--- config.mk ---
export PLATFORM = sky130hd
export DESIGN_NAME = imm_field_encoder
export DESIGN_NICKNAME = d
export VERILOG_FILES = /design/src/rtl/imm_field_encoder.sv
export SDC_FILE = /design/constraint.sdc
export NUM_CORES = 1
export LEC_CHECK = 0
export BUFFER_PORTS_ARGS = -buffer_cell sky130_fd_sc_hd__buf_2
export CAP_MARGIN = 10
export CORE_ASPECT_RATIO = 1.1
export CORE_MARGIN = 2
export CORE_UTILIZATION = 40
export DETAILED_ROUTE_END_ITERATION = 10
export PLACE_DENSITY = 0.77
export SLEW_MARGIN = 10
export SYNTH_ARGS = -nofsm -noshare
export SYNTH_HDL_FRONTEND = slang
export SYNTH_SLANG_ARGS = --single-unit
export TNS_END_PERCENT = 5
--- constraint.sdc ---
create_clock -name clk -period 1.1 [get_ports clk]
set_clock_uncertainty 0.05 [all_clocks]
set_input_delay 0.165 -clock clk [delete_from_list [all_inputs] [get_ports clk]]
set_output_delay 0.165 -clock clk [all_outputs]
set_load 0.01 [all_outputs]
--- src/rtl/imm_field_encoder.sv ---
// imm_field_encoder
//   Scatters a 32-bit immediate into the immediate fields of a RISC-V
//   instruction template (the inverse of the decode immediate generator).
//   It range-checks the immediate and registers the result behind a
//   valid/ready output stage.
//
//   Optional feature (macro IMM_ENC_SPLIT_EN): an out-of-range I-type
//   constant with in_split=1 is expanded into two beats, LUI rd,hi
//   followed by the original I-type op with rs1=rd and the low 12 bits.
//   When the macro is undefined, in_split is ignored and the HI state does
//   not exist.
//
// Ports
//   clk, rst              clock, async active-high reset
//   in_valid/in_ready     request handshake
//   in_type               0=R 1=I 2=S 3=B 4=U 5=J (6/7 illegal)
//   in_inst               template; bits outside the immediate fields are copied
//   in_imm                immediate, two's complement
//   in_split              permit LUI+I expansion (I-type only)
//   out_valid/out_ready   beat handshake
//   out_inst              encoded instruction
//   out_err               immediate not representable (truncated encoding sent)
//   out_last              final beat of the request
module imm_field_encoder #(
  parameter logic [6:0] OPC_LUI = 7'b0110111
) (
  input  logic        clk,
  input  logic        rst,
  input  logic        in_valid,
  output logic        in_ready,
  input  logic [2:0]  in_type,
  input  logic [31:0] in_inst,
  input  logic [31:0] in_imm,
  input  logic        in_split,
  output logic        out_valid,
  input  logic        out_ready,
  output logic [31:0] out_inst,
  output logic        out_err,
  output logic        out_last
);

  localparam logic [2:0] RTYPE = 3'd0;
  localparam logic [2:0] ITYPE = 3'd1;
  localparam logic [2:0] STYPE = 3'd2;
  localparam logic [2:0] BTYPE = 3'd3;
  localparam logic [2:0] UTYPE = 3'd4;
  localparam logic [2:0] JTYPE = 3'd5;

`ifdef IMM_ENC_SPLIT_EN
  typedef enum logic [1:0] {IDLE = 2'd0, ONE = 2'd1, HI = 2'd2} state_t;
`else
  typedef enum logic {IDLE = 1'b0, ONE = 1'b1} state_t;
`endif

  state_t      state, state_nxt;
  logic [31:0] enc;
  logic        rng_err;
  logic        accept;
  logic        split_req;
  state_t      load_st;

  // ---------------- field scatter + range check ----------------
  always_comb begin
    enc     = in_inst;
    rng_err = 1'b0;
    case (in_type)
      RTYPE: ;
      ITYPE: begin
        enc[31:20] = in_imm[11:0];
        rng_err    = !((&in_imm[31:11]) || !(|in_imm[31:11]));
      end
      STYPE: begin
        enc[31:25] = in_imm[11:5];
        enc[11:7]  = in_imm[4:0];
        rng_err    = !((&in_imm[31:11]) || !(|in_imm[31:11]));
      end
      BTYPE: begin
        enc[31]    = in_imm[12];
        enc[30:25] = in_imm[10:5];
        enc[11:8]  = in_imm[4:1];
        enc[7]     = in_imm[11];
        rng_err    = in_imm[0] || !((&in_imm[31:12]) || !(|in_imm[31:12]));
      end
      UTYPE: begin
        enc[31:12] = in_imm[31:12];
        rng_err    = |in_imm[11:0];
      end
      JTYPE: begin
        enc[31]    = in_imm[20];
        enc[30:21] = in_imm[10:1];
        enc[20]    = in_imm[11];
        enc[19:12] = in_imm[19:12];
        rng_err    = in_imm[0] || !((&in_imm[31:20]) || !(|in_imm[31:20]));
      end
      default: rng_err = 1'b1;
    endcase
  end

`ifdef IMM_ENC_SPLIT_EN
  // LUI upper part is rounded so the sign-extended low 12 bits add back
  // correctly: (imm + 0x800) >> 12, where the carry into bit 12 is imm[11].
  logic [19:0] hi20;
  logic [31:0] lui_beat, lo_beat, lo_q;
  assign hi20      = in_imm[31:12] + {19'd0, in_imm[11]};
  assign lui_beat  = {hi20, in_inst[11:7], OPC_LUI};
  assign lo_beat   = {in_imm[11:0], in_inst[11:7], in_inst[14:0]};
  assign split_req = (in_type == ITYPE) && in_split && rng_err;
  assign load_st   = split_req ? HI : ONE;
`else
  logic unused_split;
  assign unused_split = in_split;
  assign split_req    = 1'b0;
  assign load_st      = ONE;
`endif

  // ---------------- FSM: state register ----------------
  always_ff @(posedge clk or posedge rst) begin
    if (rst) state <= IDLE;
    else     state <= state_nxt;
  end

  // ---------------- FSM: next state ----------------
  always_comb begin
    state_nxt = state;
    case (state)
      IDLE: if (accept) state_nxt = load_st;
      ONE:  if (out_ready) state_nxt = accept ? load_st : IDLE;
`ifdef IMM_ENC_SPLIT_EN
      HI:   if (out_ready) state_nxt = ONE;
`endif
      default: state_nxt = IDLE;
    endcase
  end

  // ---------------- FSM: outputs ----------------
  always_comb begin
    out_valid = (state != IDLE);
`ifdef IMM_ENC_SPLIT_EN
    in_ready  = (state == IDLE) || ((state == ONE) && out_ready);
`else
    in_ready  = !out_valid || out_ready;
`endif
  end

  assign accept = in_valid && in_ready;

  // ---------------- output beat register ----------------
  // Only loads on accept or on the HI->ONE hand-over, so the beat is held
  // steady under backpressure.
  always_ff @(posedge clk or posedge rst) begin
    if (rst) begin
      out_inst <= '0;
      out_err  <= 1'b0;
      out_last <= 1'b0;
`ifdef IMM_ENC_SPLIT_EN
      lo_q     <= '0;
`endif
    end else if (accept) begin
`ifdef IMM_ENC_SPLIT_EN
      out_inst <= split_req ? lui_beat : enc;
      lo_q     <= lo_beat;
`else
      out_inst <= enc;
`endif
      out_err  <= rng_err && !split_req;
      out_last <= !split_req;
`ifdef IMM_ENC_SPLIT_EN
    end else if ((state == HI) && out_ready) begin
      out_inst <= lo_q;
      out_err  <= 1'b0;
      out_last <= 1'b1;
`endif
    end
  end

endmodule

# [After elaboration in Yosys (flattened, before gate mapping)]
# Index checks and enable logic that the tools add are counted.
[word_totals] register_bits=35 latchBits=0 ramBits=0 mem_bits_ro=0 input_bits=72 wordCells=42 memories=0
[classes] addsub=0 multipliers=0 n_div=0 order_cmp=0 n_eq_ne=5 shift=0 mux=8 n_bitwise=1 n_reduce_logical=24
[op_table] operator="7-bit one-hot mux with 4 select lines" count=1
[op_table] operator="12-bit OR reduction" count=2
[op_table] operator="21-bit AND reduction" count=1
[op_table] operator="21-bit OR reduction" count=1
[op_table] operator="20-bit AND reduction" count=1
[op_table] operator="20-bit OR reduction" count=1
[op_table] operator="5-bit one-hot mux with 3 select lines" count=1
[op_table] operator="12-bit AND reduction" count=1
[op_table] operator="5-bit one-hot mux with 2 select lines" count=1
[op_table] operator="8-bit 2-to-1 mux" count=1
[op_table] operator="1-bit zero test" count=7
[op_table] operator="3-bit by 2-bit == test with 1-bit output (second input constant)" count=2
[op_table] operator="3-bit == test (second input constant)" count=2
[op_table] operator="1-bit logical OR" count=6
[op_table] operator="1-bit one-hot mux with 5 select lines" count=1
[op_table] operator="2-bit OR reduction" count=2
[op_table] operator="3-bit by 1-bit == test with 1-bit output (second input constant)" count=1
[op_table] operator="3-bit zero test" count=1
[op_table] operator="1-bit 2-to-1 mux" count=2
[op_table] operator="1-bit one-hot mux with 2 select lines" count=1
[op_table] operator="1-bit logical AND" count=1
[op_table] operator="1-bit inverter" count=1

# [Logic depth before layout (Yosys ltp)]
# Gate-level depths: netlist (run 1).
[depth] depth_word=6 mapped_depth=7

# [Worst setup path before layout (run 1)]
# OpenSTA, ideal clock, no wires.
[synth_path] kind="flip-flop to flip-flop" startpoint="reg state (netlist: out_valid)" endpoint="reg out_err" setup_time_ns=0.087 arrival_ns=1.242 required_time_ns=0.963 slack_ns=-0.278 path_stages_with_launch=7 path_buffers=1 period_less_slack_ns=1.378 path_cell_list="dfrtp_1 nand2b_1 nand2_1 buf_2 a311oi_1 a21oi_2 o211ai_1"
[synth_via] elab_chain_cells=3
[synth_lines] element="start, declared" line_no="55" rtl="state_t state, state_nxt;"
[synth_lines] element="start signal, assigned" line_no="119" rtl="else state <= state_nxt;"
[synth_lines] element="1-bit zero test" line_no="141" rtl="in_ready = !out_valid || out_ready;"
[synth_lines] element="1-bit logical OR" line_no="141"
[synth_lines] element="named net in_ready" line_no="30" rtl="output logic in_ready,"
[synth_lines] element="1-bit logical AND" line_no="145" rtl="assign accept = in_valid && in_ready;"
[synth_lines] element="end signal, assigned" line_no="165" rtl="out_err <= rng_err && !split_req;"
[synth_lines] element="end, declared" line_no="38" rtl="output logic out_err,"
# The timed path passes the listed nets, and every way through them passes these cells.
# A chain may end at the register's enable or synchronous reset.

# [Worst setup path after layout (run 1)]
[layout_path] startpoint="in in_imm[8]" endpoint="reg out_err"
[layout_via] elab_chain_cells=2
[layout_lines] element="start, declared" line_no="33" rtl="input logic [31:0] in_imm,"
[layout_lines] element="12-bit OR reduction" line_no="86" rtl="rng_err = |in_imm[11:0];"
[layout_lines] element="1-bit one-hot mux with 5 select lines" line_no="66" rtl="case (in_type)"
# No other way between the ends.

==> metrics.yaml, run 1 <==
run_status:
  status: "complete, but fails checks"
  violations: "negative setup slack"
timing:
  period_share: 1.09
  drv_slew: 0
  setup_tns_ns: -0.766
  worst_slew_pin_slew_ns: 0.375
  rsz0062_at_grt: "true"
  max-slew-margin-rel: 0.748
  period_minus_slack_ns: 1.20
  setup_viol: 19
  max_freq_mhz: 832
  setup_slack_ns: -0.101
  hold_ws_ns: 0.0124
  finalHoldViolations: 0
finish:
  drive_gt1_frac: 0.455
  layout.nets: 456
  antenna_cells: 0
  syn2layout_area_growth_pct: 56.7
  fill_cells: 439
floorplan:
  core_um2: 4970
  die-area_um2: 5670
  die_h_um: 78.8
  fp.dieW_um: 72.0
  num_rows: 27
  ios: 108
  start_util: 0.409
critical_path:
  arrival_ns: 1.31
  crit_type: "in -> reg"
  r2r_cells: 5
  r2r-start: "out_valid"
  crit_path_start_kind: "primary input"
  required_ns: 1.21
  worst_setup_path_end_kind: "register"
  rr_endpoint: "out_inst[11]"
  r2r_slack_ns: -0.09
  crit_fanout: 2
power_and_ir_drop:
  ir_drop_v: 0.000542
  p_seq_frac: 0.404
  p_int_mw: 2.70
  switchingPower_mw: 1.16
  power.leakage_nw: 1.68
  swShare: 0.301
  combinationalPowerShare: 0.291
  p_clk_frac: 0.305
  powerDensity_nw_per_um2: 1210
yosys:
  yosysWarnings: 0
  ys_ff_latch: 35
  netlist_area_um2: 2030
  yosysSeqAreaShare: 0.431
  syn_inst: 241
  syn_area_per_cell_um2: 8.43
  syn_nets: 313
  synth_edf_count: 0
  async_flop_share: 1.00
  synth-main-ff-cell: "dfrtp_1"
  synth_cell_types: 37
global_routing:
  use_met3: 0.0381
  met1_usage: 0.294
  overflow: 0
  grt_busiest_layer: "met2"
  grt_max_degree: 36
  grt_usage: 0.230
  grt_pass1_wl_um: 10200
  antenna_found_initial: 0
  grt_pass1_vias: 2199
  grt_util_met2: 0.394
detailed_routing:
  ant_nets: 0
  wl_um: 6270
  drt-initial-drc-count: 61
  remaining_drc_errors: 0
  routedWlPerCell_um: 14.1
  dr_total_vias: 2313
  viasPerCell: 5.22
  drt_pass1_iterations: 4
job:
  cap_violations: 0
cts:
  cts_sinks: 35
  cts-buffers-inserted: 5
  root_buffer: "clkbuf_8"
  cts_tree: "built"
  cts-htree-levels: 2
  cts_buffer_depth: 2
  clkTransAtPathRegs_ns: 0.07
  clk_latency_ns: 0.29
place:
  gp_congestion: 0.874
  dp_slack_ns: -0.420
  hpwlAfterDp_um: 4840
  io_buffers: 106
hold_path:
  hold_path.class: "in -> reg"
  min_path_cells: 3
  min-delay-start: "in_inst[0]"
  hold_path_end: "out_inst[0]"
through the flow:
step	area [µm²]	power (mW)	utilization	instances
2_1_floorplan	2050	2.07	-	241
3_3_place_gp	2970	2.63	0.597	433
3_5_place_dp	2970	2.66	0.597	433
4_1_cts	3170	3.89	0.639	443
5_1_grt	3180	4.07	0.641	443
6_report	3180	3.86	0.641	443
sequential cells by signal, indices dropped and copies added (netlist names):
name	count
out_err	1
out_valid	1
out_inst	32
out_last	1
synthesized netlist by cell type, types with 2 or more instances:
master,n,share of area
a211oi_1,6,0.022
a21o_1,6,0.022
a21oi_1,7,0.017
a22oi_1,4,0.015
buf_2,6,0.015
buf_4,2,0.0074
clkbuf_1,9,0.017
dfrtp_1,35,0.43
inv_1,4,0.0074
mux2i_1,15,0.074
nand2_1,49,0.091
nand2b_1,7,0.022
nand3_1,2,0.0049
nand4_1,5,0.015
nor2_1,14,0.026
nor4_1,6,0.018
o21ai_0,32,0.079
o21ai_1,2,0.0049
o22ai_1,7,0.022
or3_1,6,0.018
cells by family after synthesis:
| kind of cell | synth area share |
|---|---|
| flip-flops | 0.431 |
| AO/OA/AOI/OAI | 0.217 |
| buffers and inverters | 0.0480 |
| multiplexers | 0.0850 |
| AND/OR/NAND/NOR | 0.219 |
worst max-delay path by stage:
| stage | startpoint | end | slack [ns] | depth (start not counted) |
|---|---|---|---|---|
| after detailed placement | in_imm[8] | out_err | -0.42 | 6 |
| after floorplan | in_imm[8] | out_err | -0.23 | 5 |
| after global routing | out_valid | out_inst[11] | -0.14 | 5 |
| after CTS | in_imm[8] | out_err | -0.09 | 6 |
| final | in_imm[8] | out_err | -0.10 | 6 |
| after global placement | in_imm[8] | out_err | -0.40 | 6 |
layout make-up:
cell class              instances  area (µm²)  area share
flip-flops and latches         35         876       0.275
clock buffers                   5        68.8      0.0216
inverters                       4        15.0     0.00472
well taps                      58        72.6      0.0228
multi-input cells             184        1120       0.353
clock inverters                 3        43.8      0.0138
repair buffers                154         985       0.309
power groups by stage:
| stage | clock, mW | combinational [mW] | sequential (mW) |
|---|---|---|---|
| 6_report | 1.18 | 1.12 | 1.56 |
| 5_1_grt | 1.25 | 1.24 | 1.58 |
| 4_1_cts | 1.20 | 1.13 | 1.56 |
| 3_5_place_dp | 0 | 1.07 | 1.58 |
| 3_3_place_gp | 0 | 1.05 | 1.58 |
| 2_1_floorplan | 0 | 0.400 | 1.67 |
routing by layer:
layer,vias to the layer above,wire length (µm)
li1,1153,-
met1,1076,2680
met2,76,3150
met3,8,337
met4,0,101
met5,-,0
repair_timing:
item                                   CTS  global route
buffers inserted                         0             0
gates resized for setup                 11             4
endpoints found under the hold margin   35             0
gates cloned                             1             0
setup endpoints to repair               34            35
hold buffers                             1             0
pin swaps                                1             0
worst max-delay path: stages:
cell	delay [ns]
buf_6	0.09
or4_4	0.53
nor4_4	0.18
a311oi_2	0.14
a21oi_2	0.11
o211ai_1	0.09
placed cells by master, fill, tap and decap left out, drive strengths merged, types with 2 or more instances in the layout:
| master | netlist | routed |
|---|---|---|
| nand3 | 2 | 2 |
| clkinv | 0 | 2 |
| dfrtp | 35 | 35 |
| nor2 | 14 | 14 |
| nand4 | 5 | 5 |
| a22oi | 4 | 4 |
| nor4 | 7 | 7 |
| nand2 | 49 | 49 |
| or3 | 6 | 6 |
| a21oi | 8 | 8 |
| mux2i | 15 | 15 |
| clkbuf | 9 | 5 |
| o21ai | 34 | 34 |
| o22ai | 7 | 7 |
| inv | 4 | 4 |
| a21o | 6 | 6 |
| nand2b | 7 | 7 |
| buf | 9 | 152 |
| a211oi | 6 | 6 |
No activity file was read; power rests on OpenSTA's default activity.
==> run 2, diff against run 1 <==
--- a/config.mk
+++ b/config.mk
@@ -11,7 +11,7 @@
 export CORE_MARGIN = 2
 export CORE_UTILIZATION = 40
 export DETAILED_ROUTE_END_ITERATION = 10
-export PLACE_DENSITY = 0.77
+export PLACE_DENSITY = 0.74
 export SLEW_MARGIN = 10
 export SYNTH_ARGS = -nofsm -noshare
 export SYNTH_HDL_FRONTEND = slang
==> constraint.sdc (replaced) <==
create_clock -name clk -period 1.5 [get_ports clk]
set_clock_uncertainty 0.05 [all_clocks]
set_input_delay 0.225 -clock clk [delete_from_list [all_inputs] [get_ports clk]]
set_output_delay 0.225 -clock clk [all_outputs]
set_load 0.01 [all_outputs]
==> metrics.yaml, run 2 (synthesized netlist as in run 1, its figures left out) <==
cts:
  clkTransAtPathRegs_ns: 0.07  # about the same
  cts_tree: "built"  # unchanged
  cts_buffer_depth: 2  # unchanged
  clk_latency_ns: 0.28  # was 0.29 ns
  cts_sinks: 35  # unchanged
  root_buffer: "clkbuf_8"  # unchanged
  cts-buffers-inserted: 5  # unchanged
  cts_setup_buffers: 0  # unchanged
  cts-htree-levels: 2  # unchanged
power_and_ir_drop:
  power_mw: 2.71  # was 3.86 mW
  powerDensity_nw_per_um2: 949  # was 1210 nW/µm²
  power.leakage_nw: 1.50  # was 1.68 nW
  ir_drop_v: 0.000328  # was 0.000542 V
floorplan:
  die_h_um: 78.8  # unchanged
  die-area_um2: 5670  # unchanged
  ios: 108  # unchanged
  start_util: 0.409  # unchanged
  core_um2: 4970  # unchanged
  fp.dieW_um: 72.0  # unchanged
  num_rows: 27  # unchanged
critical_path:
  crit_chain: "nand2b_1, nand2_4, buf_12, a211oi_1, a21o_1"  # was buf_6, or4_4, nor4_4, a311oi_2, a21oi_2, o211ai_1
  crit_path_start_kind: "register"  # was primary input
  crit_buf_inv: 1  # unchanged
  arrival_ns: 1.54  # was 1.31 ns
  slowest_stage: "dfrtp_1"  # was or4_4
  max_stage_delay_ns: 0.39  # was 0.53 ns
  worst_setup_path_end_kind: "register"  # unchanged
  crit_type: "reg -> reg"  # was in -> reg
  required_ns: 1.68  # was 1.21 ns
  crit_fanout: 30  # was 2
  crit_family: "flip-flops"  # was simple AND/OR/NAND/NOR gates
detailed_routing:
  drt_pass1_iterations: 4  # unchanged
  routedWlPerCell_um: 14.1  # about the same
  remaining_drc_errors: 0  # unchanged
  ant_nets: 0  # unchanged
  dr_total_vias: 2191  # was 2,313
  drt-initial-drc-count: 123  # was 61
  wl_um: 5860  # was 6270 µm
  viasPerCell: 5.29  # was 5.22
place:
  gp_congestion: 0.849  # was 0.874
  dp_slack_ns: -0.0871  # was -0.420 ns
  io_buffers: 106  # unchanged
  hpwlAfterDp_um: 4590  # was 4840 µm
timing:
  rsz0062_at_grt: "false"  # was true
  drv_slew: 0  # unchanged
  period_share: 0.908
  period_minus_slack_ns: 1.36
  finalHoldViolations: 0  # unchanged
  setup_slack_ns: 0.138  # was -0.101 ns
  setup_tns_ns: 0  # was -0.766 ns
  max-slew-margin-rel: 0.703  # was 0.748
  worst_slew_pin_slew_ns: 0.446  # was 0.375 ns
  max_freq_mhz: 734
  setup_viol: 0  # was 19
finish:
  layout.nets: 427  # was 456
  most-common-layout-cells: "buf_2 (106), nand2_1 (48), dfrtp_1 (35), o21ai_0 (32)"  # was buf_2 (104), nand2_1 (48), buf_4 (41), dfrtp_1 (35), o21ai_0 (29)
  syn2layout_area_growth_pct: 40.5  # was 56.7%
  antenna_cells: 0  # unchanged
  largest_reg_flops: 32  # unchanged
  max_flop_register: "out_inst"  # unchanged
  drive_gt1_frac: 0.385  # was 0.455
  final_common_cell: "buf_2"  # unchanged
global_routing:
  grt_pass1_vias: 2038  # was 2,199
  antenna_found_initial: 0  # unchanged
  grt_pass1_wl_um: 9260  # was 10,200 µm
  grt_usage: 0.209  # was 0.230
  overflow: 0  # unchanged
  grt_max_degree: 36  # unchanged
hold_path:
  hold_path.class: "in -> reg"  # unchanged
job:
  cap_violations: 0  # unchanged
run_status:
  status: "finished clean"  # was complete, but fails checks
run 2: cell types whose count changed in the layout (fill, tap and decap cells not counted), moves of 2 or more:
cell      delta
a211oi_1     +6
a211oi_2     -6
o21ai_1      -2
buf_6        -3
o21ai_0      +3
buf_2        +2
buf_4       -26
run 2: metrics by stage:
stage / hold WS, ns / instance area, µm² / utilization / std cells
floorplan: 0.280 / 2030 / - / 241
global placement: 0.296 / 2730 / 0.549 / 405
detailed placement: 0.305 / 2730 / 0.549 / 405
CTS: 0.0751 / 2850 / 0.574 / 414
global route: 0.0782 / 2860 / 0.575 / 414
finish: 0.0793 / 2860 / 0.575 / 414
run 2: repair_timing:
item / 4_1_cts / 5_1_grt
gates resized for setup: 0 / 1
endpoints found under the setup margin: 0 / 2
hold buffers: 1 / 0
hold endpoints to repair: 15 / 0
run 2: power breakdown:
part | switching (mW) | total, mW | internal, mW
clock | 0.349 | 0.843 | 0.495
combinational | 0.389 | 0.722 | 0.333
sequential | 0.0666 | 1.14 | 1.08
run 2: final cells by class:
class,count,area [µm²]
fill,490,2110
clock buffer,5,68.8
inverter,4,15.0
timing repair buffer,125,713
tap,58,72.6
clock inverter,3,43.8
sequential,35,876
multi-input combinational,184,1070
run 2: final timing paths:
path | from | endpoint | slack, ns | cells after the start
max | out_valid | out_inst[26] | 0.14 | 5
min | in_inst[2] | out_inst[2] | 0.08 | 3
max reg2reg | out_valid | out_inst[26] | 0.14 | 5
min reg2reg | out_last | out_last | 0.42 | 1
max in group asynchronous | rst | out_inst[15] | 0.55 | 4
min in group asynchronous | rst | out_inst[25] | 0.53 | 4
run 2: worst register-to-register path: stages, from the launching register on:
cell and delay (ns):
dfrtp_1 0.39, nand2b_1 0.20, nand2_4 0.15, buf_12 0.20, a211oi_1 0.22, a21o_1 0.11
run 2: routing by layer:
layer  share of wire  global-route usage  vias up
met5               0                   0        -
li1                -                   -     1093
met2            0.51               0.350       79
met3           0.053              0.0343        6
met4           0.012              0.0774        0
met1            0.43               0.269     1013
